$ cat src/rtl/ee354_input_pkg.sv
// Shared defaults and helpers for the push-button input path.
// Reused by the game state machine for event index widths.
package ee354_input_pkg;

    localparam int N_BTN_DEF     = 4;
    localparam int DB_CYCLES_DEF = 1000000;
    localparam int DIV_W_DEF     = 28;
    localparam int RPT_DLY_DEF   = 24;
    localparam int RPT_RATE_DEF  = 6;

    // Per-channel request raised toward the arbiter.
    typedef struct packed {
        logic press;
        logic rpt;
    } btn_req_t;

    // Event index width; never narrower than one bit.
    function automatic int idx_w(input int n);
        return (n > 1) ? $clog2(n) : 1;
    endfunction

    // Width of a counter holding 0..n-1; never narrower than one bit.
    function automatic int cnt_w(input int n);
        return (n > 2) ? $clog2(n) : 1;
    endfunction

endpackage

$ cat src/rtl/btn_move_conditioner_btn_channel.sv
// One button channel: synchronizer, debounce and auto-repeat.
// Emits a press pulse on the accepted rising level and repeat pulses.
module btn_channel
    import ee354_input_pkg::*;
#(
    parameter int DB_CYCLES = DB_CYCLES_DEF,
    parameter int RPT_DLY   = RPT_DLY_DEF,
    parameter int RPT_RATE  = RPT_RATE_DEF
) (
    input  logic     clk_i,
    input  logic     rst_n_i,
    input  logic     raw_i,
    input  logic     tick_i,
    input  logic     rpt_en_i,
    output logic     level_o,
    output btn_req_t req_o
);

    localparam int DW   = cnt_w(DB_CYCLES);
    localparam int RMAX = (RPT_DLY > RPT_RATE) ? RPT_DLY : RPT_RATE;
    localparam int RW   = cnt_w(RMAX);

    localparam logic [DW-1:0] DB_LAST   = DW'(DB_CYCLES - 1);
    localparam logic [RW-1:0] DLY_LAST  = RW'(RPT_DLY - 1);
    localparam logic [RW-1:0] RATE_LAST = RW'(RPT_RATE - 1);

    logic          sync1_q, sync2_q;
    logic          level_q, level_d;
    logic [DW-1:0] db_q, db_d;
    logic [RW-1:0] rpt_q, rpt_d;
    logic          phase_q, phase_d;
    logic          flip;
    logic          fire;

    // Two-flop synchronizer for the asynchronous button pin.
    always_ff @(posedge clk_i or negedge rst_n_i) begin
        if (!rst_n_i) begin
            sync1_q <= 1'b0;
            sync2_q <= 1'b0;
        end else begin
            sync1_q <= raw_i;
            sync2_q <= sync1_q;
        end
    end

    // Count cycles of disagreement; accept the new level once it held.
    always_comb begin
        db_d    = '0;
        level_d = level_q;
        flip    = 1'b0;
        if (sync2_q != level_q) begin
            if (db_q == DB_LAST) begin
                flip    = 1'b1;
                level_d = sync2_q;
            end else begin
                db_d = db_q + DW'(1);
            end
        end
    end

    // Count ticks while held: first repeat after RPT_DLY, then every RPT_RATE.
    always_comb begin
        rpt_d   = rpt_q;
        phase_d = phase_q;
        fire    = 1'b0;
        if (!level_q || !rpt_en_i) begin
            rpt_d   = '0;
            phase_d = 1'b0;
        end else if (tick_i) begin
            if (rpt_q == (phase_q ? RATE_LAST : DLY_LAST)) begin
                fire    = 1'b1;
                rpt_d   = '0;
                phase_d = 1'b1;
            end else begin
                rpt_d = rpt_q + RW'(1);
            end
        end
    end

    // Debounce and repeat state registers.
    always_ff @(posedge clk_i or negedge rst_n_i) begin
        if (!rst_n_i) begin
            level_q <= 1'b0;
            db_q    <= '0;
            rpt_q   <= '0;
            phase_q <= 1'b0;
        end else begin
            level_q <= level_d;
            db_q    <= db_d;
            rpt_q   <= rpt_d;
            phase_q <= phase_d;
        end
    end

    assign level_o     = level_q;
    assign req_o.press = flip & sync2_q;
    assign req_o.rpt   = fire;

endmodule

$ cat src/rtl/btn_move_conditioner.sv
// Button conditioner top: move-rate divider, channels and event arbiter.
// Presents one event at a time; lowest channel index wins.
module btn_move_conditioner
    import ee354_input_pkg::*;
#(
    parameter  int N_BTN     = N_BTN_DEF,
    parameter  int DB_CYCLES = DB_CYCLES_DEF,
    parameter  int DIV_W     = DIV_W_DEF,
    parameter  int RPT_DLY   = RPT_DLY_DEF,
    parameter  int RPT_RATE  = RPT_RATE_DEF,
    localparam int IDX_W     = idx_w(N_BTN)
) (
    input  logic             Clk,
    input  logic             Reset_n,
    input  logic [N_BTN-1:0] btn_raw,
    input  logic [4:0]       tap_sel,
    input  logic             rpt_en,
    input  logic             ack,
    output logic [DIV_W-1:0] div_cnt,
    output logic             tick,
    output logic [N_BTN-1:0] btn_level,
    output logic             evt_valid,
    output logic [IDX_W-1:0] evt_idx,
    output logic             evt_rpt,
    output logic             overrun
);

    localparam logic [4:0] TAP_MAX = 5'(DIV_W - 1);

    logic [DIV_W-1:0] div_q;
    logic             tick_q;
    logic [4:0]       tap;
    logic [DIV_W-1:0] edge_pat;
    logic [DIV_W-1:0] low_mask;
    logic             rise;

    btn_req_t         req [N_BTN];
    logic [N_BTN-1:0] req_press, req_rpt, req_any;
    logic [N_BTN-1:0] pend_q, pend_d;
    logic [N_BTN-1:0] press_q, press_d;
    logic [N_BTN-1:0] clr, keep;
    logic             take, found;
    logic             valid_q, valid_d;
    logic [IDX_W-1:0] idx_q, idx_d;
    logic             rpt_q, rpt_d;
    logic             ovr_q, ovr_d;

    // Bit tap rises exactly when the low tap+1 bits read 1 followed by zeros.
    always_comb begin
        tap      = (tap_sel > TAP_MAX) ? TAP_MAX : tap_sel;
        edge_pat = DIV_W'(1) << tap;
        low_mask = (edge_pat << 1) - DIV_W'(1);
        rise     = (div_q & low_mask) == edge_pat;
    end

    // Free-running divider and registered move-rate strobe.
    always_ff @(posedge Clk or negedge Reset_n) begin
        if (!Reset_n) begin
            div_q  <= '0;
            tick_q <= 1'b0;
        end else begin
            div_q  <= div_q + DIV_W'(1);
            tick_q <= rise;
        end
    end

    for (genvar g = 0; g < N_BTN; g++) begin : g_ch
        btn_channel #(
            .DB_CYCLES (DB_CYCLES),
            .RPT_DLY   (RPT_DLY),
            .RPT_RATE  (RPT_RATE)
        ) u_ch (
            .clk_i    (Clk),
            .rst_n_i  (Reset_n),
            .raw_i    (btn_raw[g]),
            .tick_i   (tick_q),
            .rpt_en_i (rpt_en),
            .level_o  (btn_level[g]),
            .req_o    (req[g])
        );
        assign req_press[g] = req[g].press;
        assign req_rpt[g]   = req[g].rpt;
    end

    // Pop the lowest pending channel when free; new requests set or merge.
    always_comb begin
        take    = !valid_q || ack;
        clr     = '0;
        found   = 1'b0;
        valid_d = valid_q;
        idx_d   = idx_q;
        rpt_d   = rpt_q;
        if (take) begin
            for (int i = 0; i < N_BTN; i++) begin
                if (pend_q[i] && !found) begin
                    found  = 1'b1;
                    idx_d  = IDX_W'(i);
                    rpt_d  = !press_q[i];
                    clr[i] = 1'b1;
                end
            end
            valid_d = found;
        end
        keep    = pend_q & ~clr;
        req_any = req_press | req_rpt;
        pend_d  = keep | req_any;
        press_d = press_q;
        for (int i = 0; i < N_BTN; i++) begin
            if (req_any[i]) begin
                press_d[i] = req_press[i] | (keep[i] & press_q[i]);
            end
        end
        ovr_d = ovr_q | (|(keep & req_any));
    end

    // Arbiter and presented-event registers.
    always_ff @(posedge Clk or negedge Reset_n) begin
        if (!Reset_n) begin
            pend_q  <= '0;
            press_q <= '0;
            valid_q <= 1'b0;
            idx_q   <= '0;
            rpt_q   <= 1'b0;
            ovr_q   <= 1'b0;
        end else begin
            pend_q  <= pend_d;
            press_q <= press_d;
            valid_q <= valid_d;
            idx_q   <= idx_d;
            rpt_q   <= rpt_d;
            ovr_q   <= ovr_d;
        end
    end

    assign div_cnt   = div_q;
    assign tick      = tick_q;
    assign evt_valid = valid_q;
    assign evt_idx   = idx_q;
    assign evt_rpt   = rpt_q;
    assign overrun   = ovr_q;

endmodule

$ cat config.mk
export PLATFORM = sky130hd
export DESIGN_NAME = btn_move_conditioner
export DESIGN_NICKNAME = d
export VERILOG_FILES = /design/src/rtl/ee354_input_pkg.sv /design/src/rtl/btn_move_conditioner_btn_channel.sv /design/src/rtl/btn_move_conditioner.sv
export SDC_FILE = /design/constraint.sdc
export NUM_CORES = 1
export LEC_CHECK = 0
export ABC_AREA = 1
export CORE_UTILIZATION = 53
export DETAILED_ROUTE_END_ITERATION = 6
export PLACE_DENSITY = 0.75
export SYNTH_ARGS = -nofsm -noshare
export SYNTH_HDL_FRONTEND = slang
export SYNTH_SLANG_ARGS = --single-unit
$ cat constraint.sdc
create_clock -name Clk -period 1.9 [get_ports Clk]
set_input_delay 0.38 -clock Clk [delete_from_list [all_inputs] [get_ports Clk]]
set_output_delay 0.38 -clock Clk [all_outputs]
set_load 0.05 [all_outputs]
==> results of run 1 <==
-- power by group --
| group | switching [mW] | leakage, nW | internal, mW | total, mW |
|---|---|---|---|---|
| Clock | 1.45 | 0.287 | 2.00 | 3.44 |
| Combinational | 0.400 | 3.28 | 0.238 | 0.639 |
| Sequential | 0.0379 | 2.12 | 3.41 | 3.44 |
-- cell usage in the layout, fill, tap and decap left out, drive strengths merged, types with 4 or more instances in the layout --
cell type and count:
nand2 215, buf 204, inv 180, nor2 169
dfrtp 158, nand3 93, nand4 64, a21oi 51
nor3 51, xor2 50, o21ai 43, clkbuf 23
xnor2 20, nor4 15, o22ai 10, ha 10
a31oi 6, clkdlybuf4s50 6, o31ai 6, o21bai 5
and3 5, clkinv 5, or2 4, nor3b 4
-- worst reg2reg max path, cell delays in order, from the launching register on --
cell and delay [ns]:
dfrtp_2 0.39, ha_4 0.15, nand2_4 0.05, nor2_4 0.08, nand3_2 0.08, inv_2 0.09
nand3_4 0.08, nor3_4 0.30, nand4_1 0.20, nor2_2 0.17, nand4_1 0.12, xor2_1 0.17
-- state kept, by name (all words and copies together) (netlist names) --
signal / cells
tick: 1
evt_idx: 2
press_q: 4
g_ch.u_ch.rpt_q: 20
pend_q: 4
evt_rpt: 1
overrun: 1
g_ch.u_ch.level_o: 4
evt_valid: 1
g_ch.u_ch.db_q: 80
g_ch.u_ch.sync2_q: 4
g_ch.u_ch.phase_q: 4
div_cnt: 28
g_ch.u_ch.sync1_q: 4
-- layout make-up --
type | count | share of cell area [%]
timing repair buffer | 217 | 14.24
timing repair inverter | 1 | 0.06174
sequential | 158 | 32.60
clock inverter | 13 | 1.255
inverter | 176 | 5.505
multi-input combinational | 829 | 40.43
tap | 220 | 2.264
clock buffer | 19 | 3.643
-- routing by layer --
metal | vias to the layer above | wire (µm)
met2 | 208 | 12280
met4 | 0 | 670
met1 | 4151 | 10150
met5 | - | 0
met3 | 55 | 808
li1 | 4319 | -
-- worst max path at each step --
stage	slack, ns	cells past startpoint	startpoint	endpoint
floorplan	-0.17	11	div_cnt[0]	div_cnt[26]
global placement	-0.59	15	tap_sel[1]	tick
detailed placement	-0.66	15	tap_sel[1]	tick
CTS	-0.12	14	g_ch[3].u_ch.db_q[1]	g_ch[3].u_ch.db_q[16]
global route	-0.24	11	g_ch[1].u_ch.db_q[0]	g_ch[1].u_ch.db_q[16]
finish	-0.09	11	div_cnt[0]	div_cnt[26]
-- stage by stage --
stage | setup WS, ns | area (µm²) | instances
after floorplan | -0.1741 | 9256 | 1189
after global placement | -0.5865 | 10780 | 1557
after detailed placement | -0.6550 | 10780 | 1557
after CTS | -0.1188 | 11570 | 1606
after global routing | -0.2386 | 12160 | 1633
final | -0.09093 | 12160 | 1633
-- kinds of logic after synthesis --
group	after synthesis
compound gates	126
simple gates	623
fa+ha+maj	10
xor+xnor	70
buf+inv	202
flops	158
-- repair_timing --
item | CTS | global route
gates resized for setup | 25 | 107
gates cloned | 0 | 1
endpoints found under the hold margin | 45 | 0
setup endpoints to repair | 12 | 36
buffers inserted | 16 | 29
hold buffers | 1 | 0
pin swaps | 10 | 52
==> results by group, run 1 <==
Timing
  • Max Clk Rate: 502.3 MHz
  • Final Skew: 0.008282 ns
  • Pins over their slew limit: 0
  • Worst hold margin: 0.3488 ns
  • Worst-margin pin slew: 0.5756 ns
  • Setup TNS: -0.4159 ns
  • Fin crit share: 104.8%
  • Post-route minimum period: 1.991 ns
  • Relative slew margins: 61.22%
  • Hold Vio Cnt, Final: 0
  • Setup violations, final: 11
  • RSZ-0062 raised after global routing: true
  • Final worst slack: -0.09093 ns

Route
  • Drc violations: 0
  • Final wirelength: 23900 µm
  • Post-route ant nets: 0
  • Via count: 8733
  • Vias/cell: 5.348
  • DRT iter0 DRCs: 334
  • Routed wire per std cell: 14.64 µm
  • Router iterations before antenna repair: 6

Layout
  • N_diodes: 0
  • Fillcell total: 1277
  • NumNets Final: 1423
  • Fin util: 72.80%
  • Sequential Area: 3964 µm²
  • Multi-input logic area: 4916 µm²
  • Area growth from synthesis to layout: 32.87%
  • Share of layout cells above drive strength 1: 27.32%

Worst setup path
  • Cell mode on critical path: nand4_1
  • Slowest stage cell, crit path: dfrtp_2
  • Critical path buffers and inverters: 1
  • Reg-to-reg slack, setup: -0.09 ns
  • WP data arrival: 2.31 ns
  • Reg2reg path depth: 11
  • Worst path required time: 2.22 ns
  • Startpoint class of the critical path: register
  • Largest stage delay on the critical path: 0.39 ns
  • Reg2Reg Capture Point: div_cnt[26]
  • Top Family by Delay on Critical Path: simple AND/OR/NAND/NOR gates
  • Crit Path Category: reg2reg
  • Worst r2r src: div_cnt[0]
  • Crit Path Max Fanout: 3
  • CP endpoint kind: register
  • Worst path cell trace: ha_4 > nand2_4 > nor2_4 > nand3_2 > inv_2 > nand3_4 > nor3_4 > nand4_1 > nor2_2 > nand4_1 > xor2_1

Global route
  • Largest net degree at the start of global routing: 49
  • Most Used Layer, Global Route: met2
  • Met2 Usage GRT: 45.43%
  • First-pass GRT wire length: 37740 µm
  • Gr usage total: 26.39%
  • Vias in the first global route: 8317
  • Grt total ovfl: 0
  • Antenna violations before repair: 0
  • Met1 usage: 32.57%
  • Met3 Use GR: 4.680%

Synthesis
  • Synth area leaders: dfrtp_1 (43%), nand2_1 (8.7%), inv_1 (6.7%), nor2_1 (6.4%), xor2_1 (4.8%)
  • Synthesized area per cell: 7.697 µm²
  • Synth Area in Adders: 1.367%
  • Post-synth EDFFs: 0
  • Area share of the largest cell type after synthesis: 43.20%
  • Syn_nets: 1212
  • Post-synth ARST share: 100.0%
  • Top cell type by total area after synthesis: dfrtp_1
  • Post-Synth XOR/XNOR Area: 6.699%
  • Syn Inst Count: 1189
  • Mux share of post-synthesis cell area: 0%
  • Post-synthesis simple-gate area fraction: 32.35%
  • Distinct cell type count after synthesis: 48
  • Commonest cells in the netlist: nand2_1 (212), inv_1 (164), dfrtp_1 (158)
  • Cell Area, Synth: 9151 µm²
  • Count leader, synth: nand2_1
  • Yosys Warn Count: 0
  • Register area share after synthesis: 43.20%
  • Synth Area in Compound Gates: 7.575%
  • Largest family of logic cells by synthesized area: simple AND/OR/NAND/NOR gates
  • Primary FF master, synth: dfrtp_1
  • Synth Register Bits: 158

Clocking
  • Cts bufs inserted: 17
  • CTS tree: done
  • Root buffer cell: clkbuf_16
  • Clock-pin slew on the worst setup and hold paths: 0.06 ns
  • CTS sink count: 158
  • H-tree depth: 4
  • Worst-skew pair later-pin latency: 0.43 ns
  • Clk buf depth: 2

Die
  • Height of the die: 133.4 µm
  • FP Rows: 47
  • # IOs: 51
  • Die area: 17800 µm²
  • Core ar.: 16700 µm²
  • Die Wd: 133.4 µm
  • Initial Utilization: 54.79%

Outcome
  • Failing checks: negative setup slack
  • Status: finished, violations left

Place
  • Post-DP HPWL: 16320 µm
  • Routability cong.: 0.9204
  • I/O Buffers: 50

Pwr
  • P_leak: 5.694 nW
  • Peak supply drop: 0.6730 mV
  • Tot Pwr: 7.525 mW
  • Pwr per Cell Area: 618.9 nW/µm²

Job
  • Max_cap viols: 0

Worst hold path
  • Hold path startpoint: g_ch[0].u_ch.sync1_q
  • Min-delay worst type: reg2reg
  • Worst hold path stage count: 0
  • Worst Hold Path EP: g_ch[0].u_ch.sync2_q
Power figures use the tool's default switching activity.
==> run 2, diff against run 1 <==
--- a/config.mk
+++ b/config.mk
@@ -8,7 +8,10 @@
 export ABC_AREA = 1
 export CORE_UTILIZATION = 53
 export DETAILED_ROUTE_END_ITERATION = 6
+export MAX_ROUTING_LAYER = met4
 export PLACE_DENSITY = 0.75
+export REMOVE_ABC_BUFFERS = 1
 export SYNTH_ARGS = -nofsm -noshare
 export SYNTH_HDL_FRONTEND = slang
+export SYNTH_HIERARCHICAL = 1
 export SYNTH_SLANG_ARGS = --single-unit
==> run 2 against run 1 <==
- the flow now finishes without violations
- clock skew shrank 0.0017 ns
- register-to-register slack gained 0.11 ns
- sequential power is essentially flat
- routed wire length shrank 5.6%
- critical path type unchanged
- global-route usage grew 0.67 points
- combinational power is essentially flat
- worst hold slack is essentially flat
- area after synthesis grew 2.4%
- power grew 3.6%
==> results by group, run 2 <==
Worst setup path
  • Worst path required time: 2.26 ns (+0.04 ns)
  • Startpoint class of the critical path: register
  • CP endpoint kind: register
  • Crit. Startpoint: div_cnt[1]
  • Crit Path Max Fanout: 3 (unchanged)
  • Slowest stage cell, crit path: dfrtp_1
  • Largest stage delay on the critical path: 0.37 ns (-0.02 ns)
  • Worst path cell trace: ha_2 > nand3_4 > nor2_4 > nand3_2 > nor2_4 > nand4_4 > nor3_4 > nand3_2 > nor3_2 > xor2_1
  • Crit Path Category: reg2reg
  • Reg-to-reg slack, setup: 0.02 ns (+0.11 ns)
  • Worst r2r src: div_cnt[1]
  • WP data arrival: 2.24 ns (-0.07 ns)

Timing
  • Relative slew margins: 66.93% (+5.7 points)
  • Post-route minimum period: 1.882 ns (-0.1088 ns)
  • Hold Vio Cnt, Final: 0 (unchanged)
  • Max Clk Rate: 531.3 MHz (+5.8%)
  • Setup violations, final: 0 (-11)
  • Fin crit share: 99.06% (-5.7 points)
  • Worst hold margin: 0.3485 ns (-0.0002750 ns)
  • Final Skew: 0.006547 ns (-0.001734 ns)
  • Worst-margin pin slew: 0.4908 ns (-0.08484 ns)
  • Pins over their slew limit: 0 (unchanged)
  • RSZ-0062 raised after global routing: true

Layout
  • Fillcell total: 1476 (+16%)
  • Area growth from synthesis to layout: 23.93%
  • N_diodes: 0 (unchanged)
  • Max reg flops: 80 (unchanged)
  • Commonest non-fill, non-tap cell in the layout: nand2_1
  • Fin util: 67.14% (-5.7 points)
  • Most frequent cells in the layout: nand2_1 (242), nor2_1 (230), dfrtp_1 (155)
  • Share of layout cells above drive strength 1: 18.83% (-8.5 points)
  • Most flops, register: g_ch.u_ch/db_q
  • NumNets Final: 1433 (+0.70%)

Synthesis
  • Register area share after synthesis: 42.20% (-1.0 points)
  • Top cell type by total area after synthesis: dfrtp_1
  • Synthesized area per cell: 7.484 µm² (-2.8%)
  • Distinct cell type count after synthesis: 41 (-15%)
  • Cell Area, Synth: 9370 µm² (+2.4%)
  • Synth Register Bits: 158 (unchanged)
  • Yosys Warn Count: 6 (+6)
  • Primary FF master, synth: dfrtp_1
  • Area share of the largest cell type after synthesis: 42.20% (-1.0 points)
  • Post-synth EDFFs: 0 (unchanged)
  • Commonest cells in the netlist: nand2_1 (248), nor2_1 (243), dfrtp_1 (158)
  • Count leader, synth: nand2_1
  • Syn Inst Count: 1252 (+5.3%)
  • Post-synth ARST share: 100.0% (unchanged)
  • Synth area leaders: dfrtp_1 (42%), nand2_1 (9.9%), nor2_1 (9.7%), nand3_1 (6.4%), xor2_1 (5.9%)

Clocking
  • Clock-pin slew on the worst setup and hold paths: 0.06 ns (about the same)
  • Root buffer cell: clkbuf_16
  • CTS sink count: 158 (unchanged)
  • CTS tree: done
  • Clk buf depth: 2 (unchanged)
  • Cts bufs inserted: 17 (unchanged)
  • H-tree depth: 4 (unchanged)
  • Worst-skew pair later-pin latency: 0.43 ns (about the same)

Pwr
  • Pwr per Cell Area: 671.2 nW/µm² (+8.5%)
  • P_leak: 5.413 nW (-4.9%)
  • Peak supply drop: 0.9259 mV (+38%)

Route
  • Max Used Layer: met4
  • Router iterations before antenna repair: 6 (unchanged)
  • Final wirelength: 22570 µm (-5.6%)
  • Met3 wire len: 806 µm (-0.25%)
  • Routed wire per std cell: 13.70 µm (-6.4%)
  • Met1 Routed Length: 10330 µm (+1.8%)
  • Drc violations: 0 (unchanged)
  • Met2 WL: 11040 µm (-10%)
  • Vias/cell: 5.300 (-0.89%)
  • Via count: 8735 (+0.023%)
  • DRT iter0 DRCs: 677 (+100%)
  • Post-route ant nets: 0 (unchanged)

Global route
  • Largest net degree at the start of global routing: 55 (+12%)
  • First-pass GRT wire length: 38290 µm (+1.5%)
  • Vias in the first global route: 8362 (+0.54%)
  • Antenna violations before repair: 0 (unchanged)
  • Grt total ovfl: 0 (unchanged)
  • Gr usage total: 27.07% (+0.67 points)

Die
  • # IOs: 51 (unchanged)
  • Core ar.: 17300 µm² (+3.6%)
  • Height of the die: 135.0 µm (+1.2%)
  • Initial Utilization: 54.17% (-0.62 points)
  • FP Rows: 48 (+2.1%)
  • Die Wd: 135.0 µm (+1.2%)
  • Die area: 18220 µm² (+2.4%)

Outcome
  • Status: complete, no violations

Place
  • I/O Buffers: 50 (unchanged)
  • Post-DP HPWL: 16730 µm (+2.5%)
  • Routability cong.: 0.9254 (+0.54%)

Worst hold path
  • Min-delay worst type: reg2reg
  • Hold path startpoint: g_ch[3].u_ch/sync1_q

Job
  • Max_cap viols: 0 (unchanged)
-- run 2: cell types whose count changed in the layout (fill, tap and decap cells not counted), sizes merged, moves of 27 or more --
cell | before | now
nor2 | 169 | 268
nand2 | 215 | 253
nand3 | 93 | 122
nor3 | 51 | 24
a21oi | 51 | 24
buf | 204 | 139
-- run 2: timing repair --
| item | in CTS | in global routing |
|---|---|---|
| gates cloned | 0 | 0 |
| setup endpoints to repair | 4 | 9 |
| hold buffers | 1 | 0 |
| pin swaps | 2 | 13 |
| setup buffers | 2 | 8 |
| gates resized for setup | 19 | 38 |
| hold endpoints to repair | 23 | 0 |
-- run 2: critical path: cells and delay by family (launching register included) --
family                     cells  cell delay (ns)
DFF                            1             0.37
and+or+nand+nor                8             1.05
xor gates and xnor gates       1             0.15
adders and majority gates      1             0.22
-- run 2: final timing paths --
kind	endpoint	depth (start not counted)
worst max register to register	div_cnt[26]	10
worst min-delay path	g_ch[3].u_ch/sync2_q	0
min in group asynchronous	g_ch[2].u_ch/db_q[12]	2
worst max-delay path	div_cnt[26]	10
worst min register to register	g_ch[3].u_ch/sync2_q	0
max in group asynchronous	div_cnt[3]	3
-- run 2: logic make-up after synthesis --
kind of cell	Yosys count	share of synthesized area, %
compound gates	86	5.101
xor+xnor	83	8.078
fa+ha+maj	10	1.335
buf+inv	164	6.984
flops	158	42.20
simple gates	751	36.31
-- run 2: power by group --
part           total [mW]  internal [mW]  switching (mW)
sequential           3.45           3.41          0.0348
clock                3.71           2.23            1.48
combinational       0.637          0.220           0.417
total                7.79           5.87            1.93
-- run 2: final cells by class --
class                   count  area [µm²]  share of cell area (%)
clock buffers              18       429.2                   3.696
clock inverters            14       206.4                   1.778
inverters                 151       579.3                   4.989
multi-input cells         930        4908                   42.27
flip-flops and latches    158        3958                   34.08
well taps                 225       281.5                   2.424
repair buffers            152        1250                   10.76
-- run 2: through the flow --
stage	power (mW)	setup WS, ns	setup TNS, ns	instance area [µm²]	instances
floorplan	3.824	-0.3937	-1.939	9293	1239
global placement	4.115	-0.5649	-0.5649	10720	1605
detailed placement	4.125	-0.6872	-0.6970	10720	1605
CTS	7.853	-0.005995	-0.005995	11420	1640
global route	8.096	-0.1200	-0.4273	11610	1648
finish	7.795	0.01784	0	11610	1648
-- run 2: metal layers --
layer | track usage [%] | vias up
met3 | 4.505 | 34
met5 | - | -
met2 | 44.07 | 212
li1 | - | 4392
met4 | 9.238 | 0
met1 | 34.21 | 4097
==> run 3, diff against run 2 <==
--- a/config.mk
+++ b/config.mk
@@ -8,6 +8,7 @@
 export ABC_AREA = 1
 export CORE_UTILIZATION = 53
 export DETAILED_ROUTE_END_ITERATION = 6
+export GPL_ROUTABILITY_DRIVEN = 1
 export MAX_ROUTING_LAYER = met4
 export PLACE_DENSITY = 0.75
 export REMOVE_ABC_BUFFERS = 1
==> results of run 3 <==
The final DEF is identical to that of run 2; final timing and power are the same.
